File: config.mk
export PLATFORM = sky130hd
export DESIGN_NAME = ws2812_rx
export DESIGN_NICKNAME = d
export VERILOG_FILES = /design/src/rtl/ws2812_rx.sv
export SDC_FILE = /design/constraint.sdc
export NUM_CORES = 1
export LEC_CHECK = 0
export ABC_AREA = 1
export BUFFER_PORTS_ARGS = -buffer_cell sky130_fd_sc_hd__buf_4
export CAP_MARGIN = 20
export CORE_UTILIZATION = 54
export DETAILED_ROUTE_END_ITERATION = 6
export PLACE_DENSITY = 0.76
export SLEW_MARGIN = 20
export SYNTH_ARGS = -nofsm -noshare
export SYNTH_HDL_FRONTEND = slang
export SYNTH_SLANG_ARGS = --single-unit
File: constraint.sdc
create_clock -name clk -period 3.36 [get_ports clk]
set_clock_uncertainty 0.2 [all_clocks]
set_input_delay 0.672 -clock clk [delete_from_list [all_inputs] [get_ports clk]]
set_output_delay 0.672 -clock clk [all_outputs]
set_load 0.05 [all_outputs]
File: src/rtl/ws2812_rx.sv
// ws2812_rx: WS2812 serial line decoder producing 24-bit pixels, frame-end and error strobes
module ws2812_rx #(
  parameter int T_GLITCH = 4,
  parameter int T_SPLIT  = 17,
  parameter int T_HMAX   = 40,
  parameter int T_RESET  = 1350
) (
  input  logic        clk,
  input  logic        rst,
  input  logic        WS2812,
  output logic [23:0] rgb,
  output logic        pixel_valid,
  output logic [7:0]  pixel_idx,
  output logic        frame_end,
  output logic        err
);
  localparam int HW = $clog2(T_HMAX + 2);
  typedef enum logic [1:0] {SYNC, LOW, HIGH} state_t;
  state_t          state;
  logic            s1, d, d_q, seen;
  logic [10:0]     lcnt;
  logic [HW-1:0]   hcnt;
  logic [4:0]      bcnt;
  logic [7:0]      nidx;
  logic [23:0]     sh, sh_n;
  logic [10:0]     lcnt_inc;
  assign sh_n = {sh[22:0], hcnt >= HW'(T_SPLIT)};
  assign lcnt_inc = (lcnt == '1) ? lcnt : lcnt + 11'd1;
  // two-stage synchronizer plus one-cycle history for edge detection
  always_ff @(posedge clk or posedge rst) begin
    if (rst) {s1, d, d_q} <= '0;
    else {s1, d, d_q} <= {WS2812, s1, d};
  end
  // bit timing, pixel assembly and frame tracking; all strobes registered
  always_ff @(posedge clk or posedge rst) begin
    if (rst) begin
      state <= SYNC;
      rgb <= '0;
      pixel_idx <= '0;
      pixel_valid <= 1'b0;
      frame_end <= 1'b0;
      err <= 1'b0;
      lcnt <= '0;
      hcnt <= '0;
      bcnt <= '0;
      nidx <= '0;
      sh <= '0;
      seen <= 1'b0;
    end else begin
      pixel_valid <= 1'b0;
      frame_end <= 1'b0;
      err <= 1'b0;
      case (state)
        SYNC: begin
          if (d) lcnt <= '0;
          else begin
            lcnt <= lcnt_inc;
            if (lcnt == 11'(T_RESET - 1)) begin
              state <= LOW;
              bcnt <= '0;
              nidx <= '0;
              pixel_idx <= '0;
              seen <= 1'b0;
            end
          end
        end
        LOW: begin
          if (d && !d_q) begin
            state <= HIGH;
            hcnt <= HW'(1);
          end else if (!d) begin
            lcnt <= lcnt_inc;
            if (lcnt == 11'(T_RESET - 1)) begin
              bcnt <= '0;
              nidx <= '0;
              pixel_idx <= '0;
              seen <= 1'b0;
              if (bcnt != 5'd0) err <= 1'b1;
              else if (seen) frame_end <= 1'b1;
            end
          end
        end
        HIGH: begin
          if (d) begin
            hcnt <= (hcnt > HW'(T_HMAX)) ? hcnt : hcnt + HW'(1);
            if (hcnt == HW'(T_HMAX)) begin
              err <= 1'b1;
              state <= SYNC;
              lcnt <= '0;
            end
          end else if (hcnt < HW'(T_GLITCH)) begin
            err <= 1'b1;
            state <= SYNC;
            lcnt <= '0;
          end else begin
            sh <= sh_n;
            lcnt <= '0;
            state <= LOW;
            if (bcnt == 5'd23) begin
              bcnt <= '0;
              rgb <= {sh_n[15:8], sh_n[23:16], sh_n[7:0]};
              pixel_valid <= 1'b1;
              pixel_idx <= nidx;
              nidx <= (nidx == 8'hff) ? nidx : nidx + 8'd1;
              seen <= 1'b1;
            end else bcnt <= bcnt + 5'd1;
          end
        end
        default: state <= SYNC;
      endcase
    end
  end
endmodule

==> results of run 1 <==
==> worst register-to-register path, delay by kind of cell, from the launching register on <==
kind / cells / cell delay (ns)
AO/OA/AOI/OAI: 1 / 0.44
flip-flops: 1 / 0.43
buffers and inverters: 2 / 0.35
adder cells (fa/ha/maj): 1 / 0.17
AND/OR/NAND/NOR: 1 / 0.67
==> layout make-up <==
type / instances / area, sq um
fillers: 697 / 3110
flip-flops and latches: 94 / 2350
multi-input cells: 370 / 1950
repair buffers: 43 / 323
inverters: 70 / 265
well taps: 105 / 131
clock buffers: 9 / 124
clock inverters: 7 / 87.6
==> kinds of logic (layout without fill, tap and decap cells) <==
kind of cell | after synthesis | in the layout | synth area share, %
AO/OA/AOI/OAI | 80 | 80 | 9.88
buffers and inverters | 88 | 129 | 8.46
XOR/XNOR | 12 | 12 | 2.24
adder cells (fa/ha/maj) | 12 | 12 | 3.19
flip-flops | 94 | 94 | 50.0
AND/OR/NAND/NOR | 266 | 266 | 26.2
==> per-layer routing <==
metal	global-route usage (%)	vias to the layer above	routed length [microns]
li1	-	1832	-
met4	8.84	0	110
met3	3.11	11	254
met5	0	-	0
met1	26.1	1719	4130
met2	38.6	58	4340
==> flip-flops by register name, summed over array words and instances, names as in the netlist, 2 cells and up <==
register / cells
hcnt: 6
sh: 23
nidx: 8
state: 2
lcnt: 11
bcnt: 5
rgb: 24
pixel_idx: 8
==> cells in the mapped netlist, drive strengths merged <==
cell type / n / share of area [%]
ha: 12 / 3.2
nand4: 9 / 1.7
xor2: 9 / 1.7
a22oi: 1 / 0.16
or2: 3 / 0.40
nor2: 31 / 3.0
nand3: 42 / 5.1
clkbuf: 2 / 0.16
buf: 16 / 2.7
nand3b: 1 / 0.43
o21ai: 67 / 7.8
o31ai: 2 / 0.32
nor3: 6 / 0.96
o2111ai: 3 / 0.56
clkinv: 2 / 0.19
nor4: 2 / 0.27
nand2: 172 / 14
a21oi: 7 / 1.1
xnor2: 3 / 0.56
dfrtp: 94 / 50
inv: 68 / 5.4
==> power by group <==
group	switching, mW	internal, mW
clock network	0.433	0.362
registers	0.00749	1.14
logic	0.0328	0.0114
total	0.473	1.51
==> final timing paths <==
check,start,end,depth (start not counted)
hold reg to reg,s1,d,0
hold / removal,rst,rgb[19],2
min in group clk,s1,d,0
max in group asynchronous,rst,lcnt[2],3
setup / recovery,state[0],rgb[20],5
setup reg to reg,state[0],rgb[20],5
==> stage by stage <==
stage	instance area, sq um	util (%)	std cells	hold WS [ns]
finish	5230	62.8	698	0.147
global route	5230	62.8	698	0.168
CTS	5230	62.8	698	0.162
detailed placement	5020	60.2	682	0.141
global placement	5020	60.2	682	0.138
floorplan	4700	-	552	0.131
==> metrics.md, run 1 <==
| Metric | Value |
|---|---|
| Net count of the finished layout | 603 |
| Register area share after synthesis | 50.0% |
| Unrepaired setup endpoints after global routing | no |
| Power density normalized to cell area | around 380 nW/um^2 |
| Number of diodes | 0 |
| Number of gates given a new drive strength after cts | 0 |
| Port Buffers | 37 |
| All-Layer GR Usage | 21.7% |
| Bufs and invs on worst path | 2 |
| Starting Density | between 50% and 60% |
| Post-DR wirelength/cell | between 10 and 15 microns |
| Peak clock frequency supported by timing | roughly 420 MHz |
| Clock period minus final worst setup slack | ~2.4 ns |
| Largest net degree at the start of global routing | 49 |
| Gr ovfl total | 0 |
| Total standard cell area after synthesis | 4700 sq um |
| CP peak stage delay | 0.67 ns |
| Area overhead of the layout relative to synthesis | 11.3% |
| Startpoint kind of the worst setup timing path | register |
| Max transition margin | a little under half |
| Commonest non-fill, non-tap cell in the layout | nand2_1 |
| Total detailed-routing wirelength | a little under 9000 microns |
| Count of pins on the block boundary | 38 |
| DIE WIDTH | between 90 and 100 microns |
| Fin Setup TNS | 0 ns |
| CP Max Fanout | 48 |
| Number of clock sinks seen by CTS | 94 |
| Vias in the first global route | about 3,600 |
| Warnings, synthesis | 0 |
| First-pass GRT wire length | roughly 15,000 microns |
| WP data arrival | about 2.4 ns |
| Reported leakage power | approximately 2.6 nW |
| Share of layout cells above drive strength 1 | around 16% |
| Tightest Hold Check Type | input port to asynchronous set/reset pin |
| HPWL after detailed placement | 6380 microns |
| Final count of pins violating max slew | 0 |
| Ordered cell list for the critical path | inv_1, ha_1, buf_4, nand3_2, o21ai_0 |
| Minimum setup slack after placement | slightly above 1 ns |
| Number of iterations in the first detailed-routing pass | 4 |
| Number of vias after detailed routing | between 3,000 and 4,000 |
| Final worst path period share | a little over two thirds |
| Buffer type at the clock tree root | clkbuf_8 |
| Reg clk slew, reported paths | 0.10 ns |
| Area of the die | 9080 sq um |
| Max_cap viols | 0 |
| Most frequent cells in the layout | nand2_1 (166), dfrtp_1 (94), inv_1 (67) |
| Final setup slack of the worst path | slightly above 1 ns |
| Final hold violation count | 0 |
| Distinct cell type count after synthesis | 37 |
| Number of nets in the synthesized netlist | between 500 and 600 |
| Core ar. | between 8000 and 9000 sq um |
| CTS Buf Count | 9 |
| Measured slew at the worst slew-check pin | 0.811 ns |
| Critical path class | register to register |
| Floorplan die height | roughly 95 microns |
| Final antenna-violating net count | 0 |
| Initial DRC Count | 120 |
| Last weighted congestion value of the routability-driven placer | about 0.85 |
| Kind of end point of the critical path | register |
| TritonCTS clock tree | done |
| Run status | completed |
| CTS H-tree lvls | 3 |
| Largest vdd supply drop | ~0.00018 V |
| Remaining routing DRC violations | 0 |
| Count of mapped cells out of synthesis | between 500 and 600 |
| Flops & latches, synth | 94 |
| Finish-stage setup viols | 0 |
| Worst-Skew Late Latency | 0.37 ns |
| Vias per Instance | 5.19 |
| Power Total | 1.98 mW |
| Total of hold buffers inserted after clock tree synthesis | 0 |
| Antenna violations before repair | 0 |
| Number of standard-cell rows in the floorplan | 33 |
| Largest buffer count on any clock path | 2 |
| Required time worst endpoint | roughly 3.4 ns |
| CP delay by family, top | simple AND/OR/NAND/NOR gates |
| Post-CTS setup buffers | 0 |
| Master of the slowest instance on the critical path | nand3_2 |
| Average footprint of a synthesized cell | 8.52 sq um |
| Register-to-Register Setup Slack | roughly 1 ns |
Note: power is estimated with default switching activity, not from simulation.
==> inputs of run 2 (changes only) <==
--- a/config.mk
+++ b/config.mk
@@ -5,12 +5,12 @@
 export SDC_FILE = /design/constraint.sdc
 export NUM_CORES = 1
 export LEC_CHECK = 0
-export ABC_AREA = 1
+export ABC_AREA = 0
 export BUFFER_PORTS_ARGS = -buffer_cell sky130_fd_sc_hd__buf_4
 export CAP_MARGIN = 20
-export CORE_UTILIZATION = 54
+export CORE_UTILIZATION = 53
 export DETAILED_ROUTE_END_ITERATION = 6
-export PLACE_DENSITY = 0.76
+export PLACE_DENSITY = 0.75
 export SLEW_MARGIN = 20
 export SYNTH_ARGS = -nofsm -noshare
 export SYNTH_HDL_FRONTEND = slang
==> constraint.sdc (replaced) <==
create_clock -name clk -period 1.9 [get_ports clk]
set_clock_uncertainty 0.2 [all_clocks]
set_input_delay 0.38 -clock clk [delete_from_list [all_inputs] [get_ports clk]]
set_output_delay 0.38 -clock clk [all_outputs]
set_load 0.05 [all_outputs]
==> run 2 against run 1 <==
- the flow now finishes with violations (negative setup slack)
- clock power grew 100%
- register-to-register slack got worse by 1.3 ns
- core utilization rose by 21 points
- worst setup slack lost 1.3 ns
- critical path type unchanged
- highest routed layer unchanged
==> metrics.md, run 2 <==
| Metric | Value |
|---|---|
| Power density normalized to cell area | 579 nW/um^2 (+53%) |
| Number of diodes | 0 (unchanged) |
| Critical path class | register to register |
| Measured slew at the worst slew-check pin | 0.428 ns (-0.382 ns) |
| Register area share after synthesis | 54.4% (+4.4 points) |
| Max transition margin | 71.2% (+25 points) |
| Number of standard-cell rows in the floorplan | 32 (-3.0%) |
| Count of non-filler cells in the finished layout | 609 (-13%) |
| Required time worst endpoint | 2.01 ns (-1.42 ns) |
| Buffer type at the clock tree root | clkbuf_8 |
| Starting Density | 55.4% (-1.0 points) |
| Synth top cells by count | dfrtp_1 (94), mux2_2 (44), nand2_1 (25) |
| Violations in the final reports | negative setup slack |
| Most used DFF post-synth | dfrtp_1 |
| Count of mapped cells out of synthesis | 367 (-34%) |
| Largest register FFs | 24 (unchanged) |
| TritonCTS clock tree | done |
| Number of vias after detailed routing | 3,566 (-1.5%) |
| All-Layer GR Usage | 26.5% (+4.8 points) |
| Largest vdd supply drop | 0.000507 V (+190%) |
| Cell with the most instances after synthesis | dfrtp_1 |
| EDFF count, synth | 0 (unchanged) |
| Max_cap viols | 0 (unchanged) |
| Switching Power | 0.824 mW (+74%) |
| Reg with most FFs | rgb |
| Tightest Hold Check Type | register to register |
| WP data arrival | 2.31 ns (-0.11 ns) |
| Clock power frac | 42.9% (+2.8 points) |
| Distinct cell type count after synthesis | 54 (+46%) |
| Run status | complete, but fails checks |
| Antenna violations before repair | 0 (unchanged) |
| Gr ovfl total | 0 (unchanged) |
| Area overhead of the layout relative to synthesis | 50.9% |
| Net count of the finished layout | 517 (-14%) |
| Final count of pins violating max slew | 0 (unchanged) |
| Unrepaired setup endpoints after global routing | yes |
| Largest buffer count on any clock path | 2 (unchanged) |
| DIE WIDTH | 92.3 microns (-3.1%) |
| Power share of the combinational group | 3.8% (+1.6 points) |
| Reg clk slew, reported paths | 0.09 ns (about the same) |
| Minimum setup slack after placement | -0.368 ns (-1.39 ns) |
| Count of pins on the block boundary | 38 (unchanged) |
| Finish-stage setup viols | 81 (+81) |
| Average footprint of a synthesized cell | 11.8 sq um (+38%) |
| Core ar. | 7810 sq um (-6.4%) |
| Port Buffers | 37 (unchanged) |
| Clock period minus final worst setup slack | 2.20 ns (-0.156 ns) |
| Vias in the first global route | 3,619 (+0.70%) |
| Peak clock frequency supported by timing | 455 MHz (+7.1%) |
| Master of the slowest instance on the critical path | or4b_4 |
| Registers with the most flip-flops | rgb: 24 flops, sh: 23 flops, lcnt: 11 flops |
| Commonest non-fill, non-tap cell in the layout | buf_4 |
| Share of layout cells above drive strength 1 | 56.2% (+40 points) |
| CP peak stage delay | 0.55 ns (-0.12 ns) |
| Cell type with the largest total area after synthesis | dfrtp_1 |
| CTS Buf Count | 9 (unchanged) |
| Share of power burned in registers | 53.3% (-4.3 points) |
| Switching part of the total | 21.8% (-2.1 points) |
| Total detailed-routing wirelength | 12,200 microns (+38%) |
| Number of clock sinks seen by CTS | 94 (unchanged) |
| Most frequent cells in the layout | buf_4 (108), dfrtp_1 (93), mux2_4 (37) |
| Flops & latches, synth | 94 (unchanged) |
| Kind of end point of the critical path | register |
| Reported leakage power | 3.12 nW (+22%) |
| Total standard cell area after synthesis | 4320 sq um (-8.1%) |
| Area share of the largest cell type after synthesis | 54.4% (+4.4 points) |
| Fin Setup TNS | -11.00 ns (-11.00 ns) |
| Ordered cell list for the critical path | or4b_4, nor4_4, buf_4, o21ai_4, or4_4, nand3_2 |
| First-pass GRT wire length | 17,400 microns (+13%) |
| Warnings, synthesis | 0 (unchanged) |
| Startpoint kind of the worst setup timing path | register |
| Post-DR wirelength/cell | 20.1 microns (+58%) |
| Internal | 2.95 mW (+96%) |
| Largest net degree at the start of global routing | 63 (+29%) |
| Largest cells by area after synthesis | dfrtp_1 (54%), mux2_2 (11%), ha_1 (3.5%) |
| Final worst path period share | 116% (+46 points) |
| Remaining routing DRC violations | 0 (unchanged) |
| Async set or reset register ratio after synthesis | 100% (unchanged) |
| Worst-Skew Late Latency | 0.37 ns (about the same) |
| Final antenna-violating net count | 0 (unchanged) |
| CP Max Fanout | 3 (-94%) |
| Count of placed standard cells including taps | 556 (-18%) |
| CTS H-tree lvls | 3 (unchanged) |
| Area of the die | 8520 sq um (-6.2%) |
| Final setup slack of the worst path | -0.298 ns (-1.30 ns) |
| HPWL after detailed placement | 6370 microns (-0.17%) |
| Last weighted congestion value of the routability-driven placer | 0.851 (unchanged) |
| Final hold violation count | 0 (unchanged) |
| Number of iterations in the first detailed-routing pass | 4 (unchanged) |
| Initial DRC Count | 168 (+40%) |
| Number of nets in the synthesized netlist | 382 (-33%) |
| Floorplan die height | 92.3 microns (-3.1%) |
| Vias per Instance | 5.86 (+13%) |
## run 2: changes by cell type after synthesis, sizes merged, moves of 6 or more
cell   delta
mux2     +46
and3      +6
xor2      -9
nand4     -6
a22o      +8
a21oi    +17
nand2   -147
o21ai    -50
a31oi    +10
buf       -7
nor2     -17
inv      -52
nand3    -34
## run 2: kinds of logic after synthesis
kind of cell / after synthesis / synth area share, %
compound gates: 92 / 14.3
xor+xnor: 2 / 0.405
fa+ha+maj: 12 / 3.47
buf+inv: 31 / 3.16
flops: 94 / 54.4
mux: 49 / 12.7
simple gates: 87 / 11.6
## run 2: worst paths after layout
check | start | end | slack (ns) | depth (start not counted)
worst max-delay path | lcnt[4] | bcnt[4] | -0.30 | 6
worst min-delay path | s1 | d | 0.17 | 0
worst max register to register | lcnt[4] | bcnt[4] | -0.30 | 6
worst min register to register | s1 | d | 0.17 | 0
max in group asynchronous | rst | sh[13] | 0.71 | 4
min in group asynchronous | rst | lcnt[6] | 0.45 | 4
## run 2: metrics by stage
stage	total power, mW	util [%]	hold slack [ns]	area [sq um]
3_3_place_gp	2.16	68.5	0.139	5350
5_1_grt	3.89	83.5	0.180	6520
2_1_floorplan	2.11	-	0.131	4540
4_1_cts	3.78	78.2	0.169	6110
3_5_place_dp	2.16	68.5	0.152	5350
6_report	3.78	83.5	0.170	6520
## run 2: cell type report
cell class                      instances  area [sq um]
Clock buffer                           10           128
Clock inverter                          6           118
Timing Repair Buffer                  139          1250
Sequential cell                        94          2350
Multi-Input combinational cell        242          2480
Inverter                               16          68.8
Fill cell                             357          1290
Tap cell                              102           128
## run 2: power by group through the flow
stage / Clock, mW / Sequential [mW] / Combinational [mW]
floorplan: 0 / 2.05 / 0.0562
global placement: 0 / 2.05 / 0.109
detailed placement: 0 / 2.05 / 0.111
CTS: 1.64 / 2.01 / 0.133
global route: 1.72 / 2.01 / 0.157
finish: 1.62 / 2.01 / 0.142
## run 2: timing repair
action	in CTS	in global routing
hold endpoints to repair	95	0
pin swaps	21	32
hold buffers	2	0
resized for setup	71	71
cloned	3	3
setup endpoints to repair	85	89
setup buffers	22	17
## run 2: critical path: cells and delay by family (launching register included)
family,cells,cell delay (ns)
AOI/OAI and AO/OA,1,0.06
buffers and inverters,1,0.18
DFF,1,0.38
and+or+nand+nor,4,1.31
## run 2: metal layers
layer	global-route usage (%)	vias up	part of all wire [%]
li1	-	1625	-
met1	32.1	1831	41
met2	46.0	89	54
met3	4.84	21	3.0
met4	11.5	0	1.8
met5	0	-	0
==> inputs of run 3 (changes only) <==
==> config.mk (replaced) <==
export PLATFORM = sky130hd
export DESIGN_NAME = ws2812_rx
export DESIGN_NICKNAME = d
export VERILOG_FILES = /design/src/rtl/ws2812_rx.sv
export SDC_FILE = /design/constraint.sdc
export NUM_CORES = 1
export LEC_CHECK = 0
export ABC_AREA = 0
export CAP_MARGIN = 20
export CORE_UTILIZATION = 55
export DETAILED_ROUTE_END_ITERATION = 6
export DONT_BUFFER_PORTS = 1
export PLACE_DENSITY = 0.73
export SLEW_MARGIN = 10
export SYNTH_ARGS = -nofsm -noshare
export SYNTH_HDL_FRONTEND = slang
export SYNTH_SLANG_ARGS = --single-unit
==> run 3 against run 2 <==
- the flow still finishes with violations (negative setup slack)
- maximum frequency is 1.8% lower
- non-clock buffer count is 39 lower
- critical path depth is 3 higher
- largest cell class unchanged
==> metrics.md, run 3 (same netlist as run 2, synthesis figures left out) <==
| Metric | Value |
|---|---|
| Run status | complete, but fails checks |
| Violations in the final reports | negative setup slack |
| Core ar. | 7410 sq um (-5.1%) |
| Count of pins on the block boundary | 38 (unchanged) |
| Most frequent cells in the layout | dfrtp_1 (93), buf_4 (62), mux2_4 (39) |
| Largest register FFs | 24 (unchanged) |
| Count of placed standard cells including taps | 512 (-7.9%) |
| R2r startpoint | state[1] |
| Buffer type at the clock tree root | clkbuf_8 |
| Port Buffers | 0 (-100%) |
| Clock period minus final worst setup slack | 2.24 ns (+0.0412 ns) |
| DIE WIDTH | 90.6 microns (-1.8%) |
| Measured slew at the worst slew-check pin | 0.539 ns (+0.111 ns) |
| Final setup slack of the worst path | -0.340 ns (-0.0413 ns) |
| WP data arrival | 2.35 ns (+0.04 ns) |
| Post-DR wirelength/cell | 22.6 microns (+13%) |
| Number of standard-cell rows in the floorplan | 31 (-3.1%) |
| HPWL after detailed placement | 6240 microns (-2.0%) |
| Capture point of the worst reg-to-reg path | pixel_idx[0] |
| Critical path class | register to register |
| Remaining routing DRC violations | 0 (unchanged) |
| Number of diodes | 0 (unchanged) |
| Largest vdd supply drop | 0.000378 V (-25%) |
| Count of filler cells inserted in the layout | 330 (-7.6%) |
| Reg clk slew, reported paths | 0.11 ns (+0.02 ns) |
| Share of layout cells above drive strength 1 | 51.7% (-4.5 points) |
| Minimum setup slack after placement | -0.291 ns (+0.0773 ns) |
| CTS H-tree lvls | 3 (unchanged) |
| Last weighted congestion value of the routability-driven placer | 0.851 (about the same) |
| Initial DRC Count | 239 (+42%) |
| Count of non-filler cells in the finished layout | 567 (-6.9%) |
| Final worst path period share | 118% (+2.2 points) |
| Vias in the first global route | 3,362 (-7.1%) |
| Worst-Skew Late Latency | 0.38 ns (about the same) |
| Startpoint kind of the worst setup timing path | register |
| Area of the multi-input gates | 2460 sq um (-0.61%) |
| Area of the die | 8220 sq um (-3.6%) |
| Total detailed-routing wirelength | 12,800 microns (+5.0%) |
| Register-to-Register Setup Slack | -0.34 ns (-0.04 ns) |
| Required time worst endpoint | 2.01 ns (about the same) |
| Finish-stage setup viols | 90 (+11%) |
| Final hold slack | 0.200 ns (+0.0304 ns) |
| Net count of the finished layout | 478 (-7.5%) |
| All-Layer GR Usage | 27.4% (+0.90 points) |
| Number of iterations in the first detailed-routing pass | 5 (+1) |
| Starting Density | 58.3% (+3.0 points) |
| Commonest non-fill, non-tap cell in the layout | dfrtp_1 |
| CTS Buf Count | 9 (unchanged) |
| Fin Setup TNS | -16.99 ns (-5.99 ns) |
| Reported leakage power | 2.90 nW (-7.2%) |
| Number of cells on the worst hold path | 0 (unchanged) |
| Fin util | 84.0% (+0.51 points) |
| Number of clock sinks seen by CTS | 94 (unchanged) |
| Reg with most FFs | rgb |
| Launch instance of the worst min-delay path | s1 |
| Max transition margin | 64.1% (-7.2 points) |
| FF-to-FF path depth | 9 (+3) |
| Largest buffer count on any clock path | 2 (unchanged) |
| Registers with the most flip-flops | rgb: 24 flops, sh: 23 flops, lcnt: 11 flops |
| Worst Hold End | d |
| Number of vias after detailed routing | 3,556 (-0.28%) |
| Gr ovfl total | 0 (unchanged) |
| TritonCTS clock tree | done |
| Area overhead of the layout relative to synthesis | 44.1% |
| Power density normalized to cell area | 585 nW/um^2 (+0.92%) |
| Final hold violation count | 0 (unchanged) |
| Final antenna-violating net count | 0 (unchanged) |
| First-pass GRT wire length | 17,300 microns (-0.20%) |
| Kind of end point of the critical path | register |
| Power Total | 3.64 mW (-3.6%) |
| Antenna violations before repair | 0 (unchanged) |
| Floorplan die height | 90.6 microns (-1.8%) |
| Placed inst area | 5050 sq um (-5.6%) |
| CP Max Fanout | 9 (+6) |
| Tightest Hold Check Type | register to register |
| Unrepaired setup endpoints after global routing | yes |
| Storage cell area | 2350 sq um (unchanged) |
| Peak clock frequency supported by timing | 447 MHz (-1.8%) |
| Final count of pins violating max slew | 0 (unchanged) |
| Vias per Instance | 6.27 (+7.1%) |
| Largest net degree at the start of global routing | 95 (+51%) |
| Final cell area excluding filler cells | 6230 sq um (-4.5%) |
| Max_cap viols | 0 (unchanged) |
==> run 3: cell count changes in the layout (fill, tap and decap cells not counted), moves of 3 or more <==
cell     change
buf_6        +4
a21oi_1      -3
buf_4       -46
o21ai_1      +3
buf_12       +3
==> run 3: worst max-delay path by stage <==
stage | end | from | cells past startpoint
floorplan | bcnt[4] | lcnt[4] | 6
global placement | bcnt[4] | lcnt[3] | 5
detailed placement | nidx[4] | bcnt[1] | 7
CTS | nidx[1] | lcnt[3] | 5
global route | pixel_idx[0] | bcnt[0] | 8
finish | pixel_idx[0] | state[1] | 9
==> run 3: timing repair <==
item,in CTS,in global routing
buffers inserted,16,24
setup endpoints to repair,78,89
gates cloned,6,1
gates resized for setup,50,89
hold buffers,2,0
pin swaps,15,35
hold endpoints to repair,95,0
==> run 3: power by group <==
part	internal [mW]	leakage (nW)	switching (mW)
Combinational	0.0464	1.49	0.0815
Sequential	2.01	1.30	0.00688
Clock	0.646	0.108	0.851
==> run 3: routing by layer <==
layer	up-vias	wire length [microns]	track usage, %
li1	1540	-	-
met1	1799	5120	36.1
met2	156	6440	44.1
met3	61	519	4.29
met4	0	763	13.3
met5	-	0	0
==> run 3: area by class of cell <==
class / instances / area share, %
Inverter: 16 / 1.15
Multi-Input combinational cell: 242 / 39.5
Timing Repair Buffer: 100 / 16.0
Sequential cell: 94 / 37.8
Clock buffer: 9 / 1.99
Tap cell: 99 / 1.99
Clock inverter: 7 / 1.49
==> run 3: worst max-delay path, stage by stage (launching register included) <==
cell     delay (ns)
dfrtp_1        0.42
buf_6          0.14
ha_4           0.23
inv_6          0.06
buf_6          0.12
nor4_4         0.25
buf_4          0.21
and2_1         0.23
buf_12         0.15
a22o_1         0.15
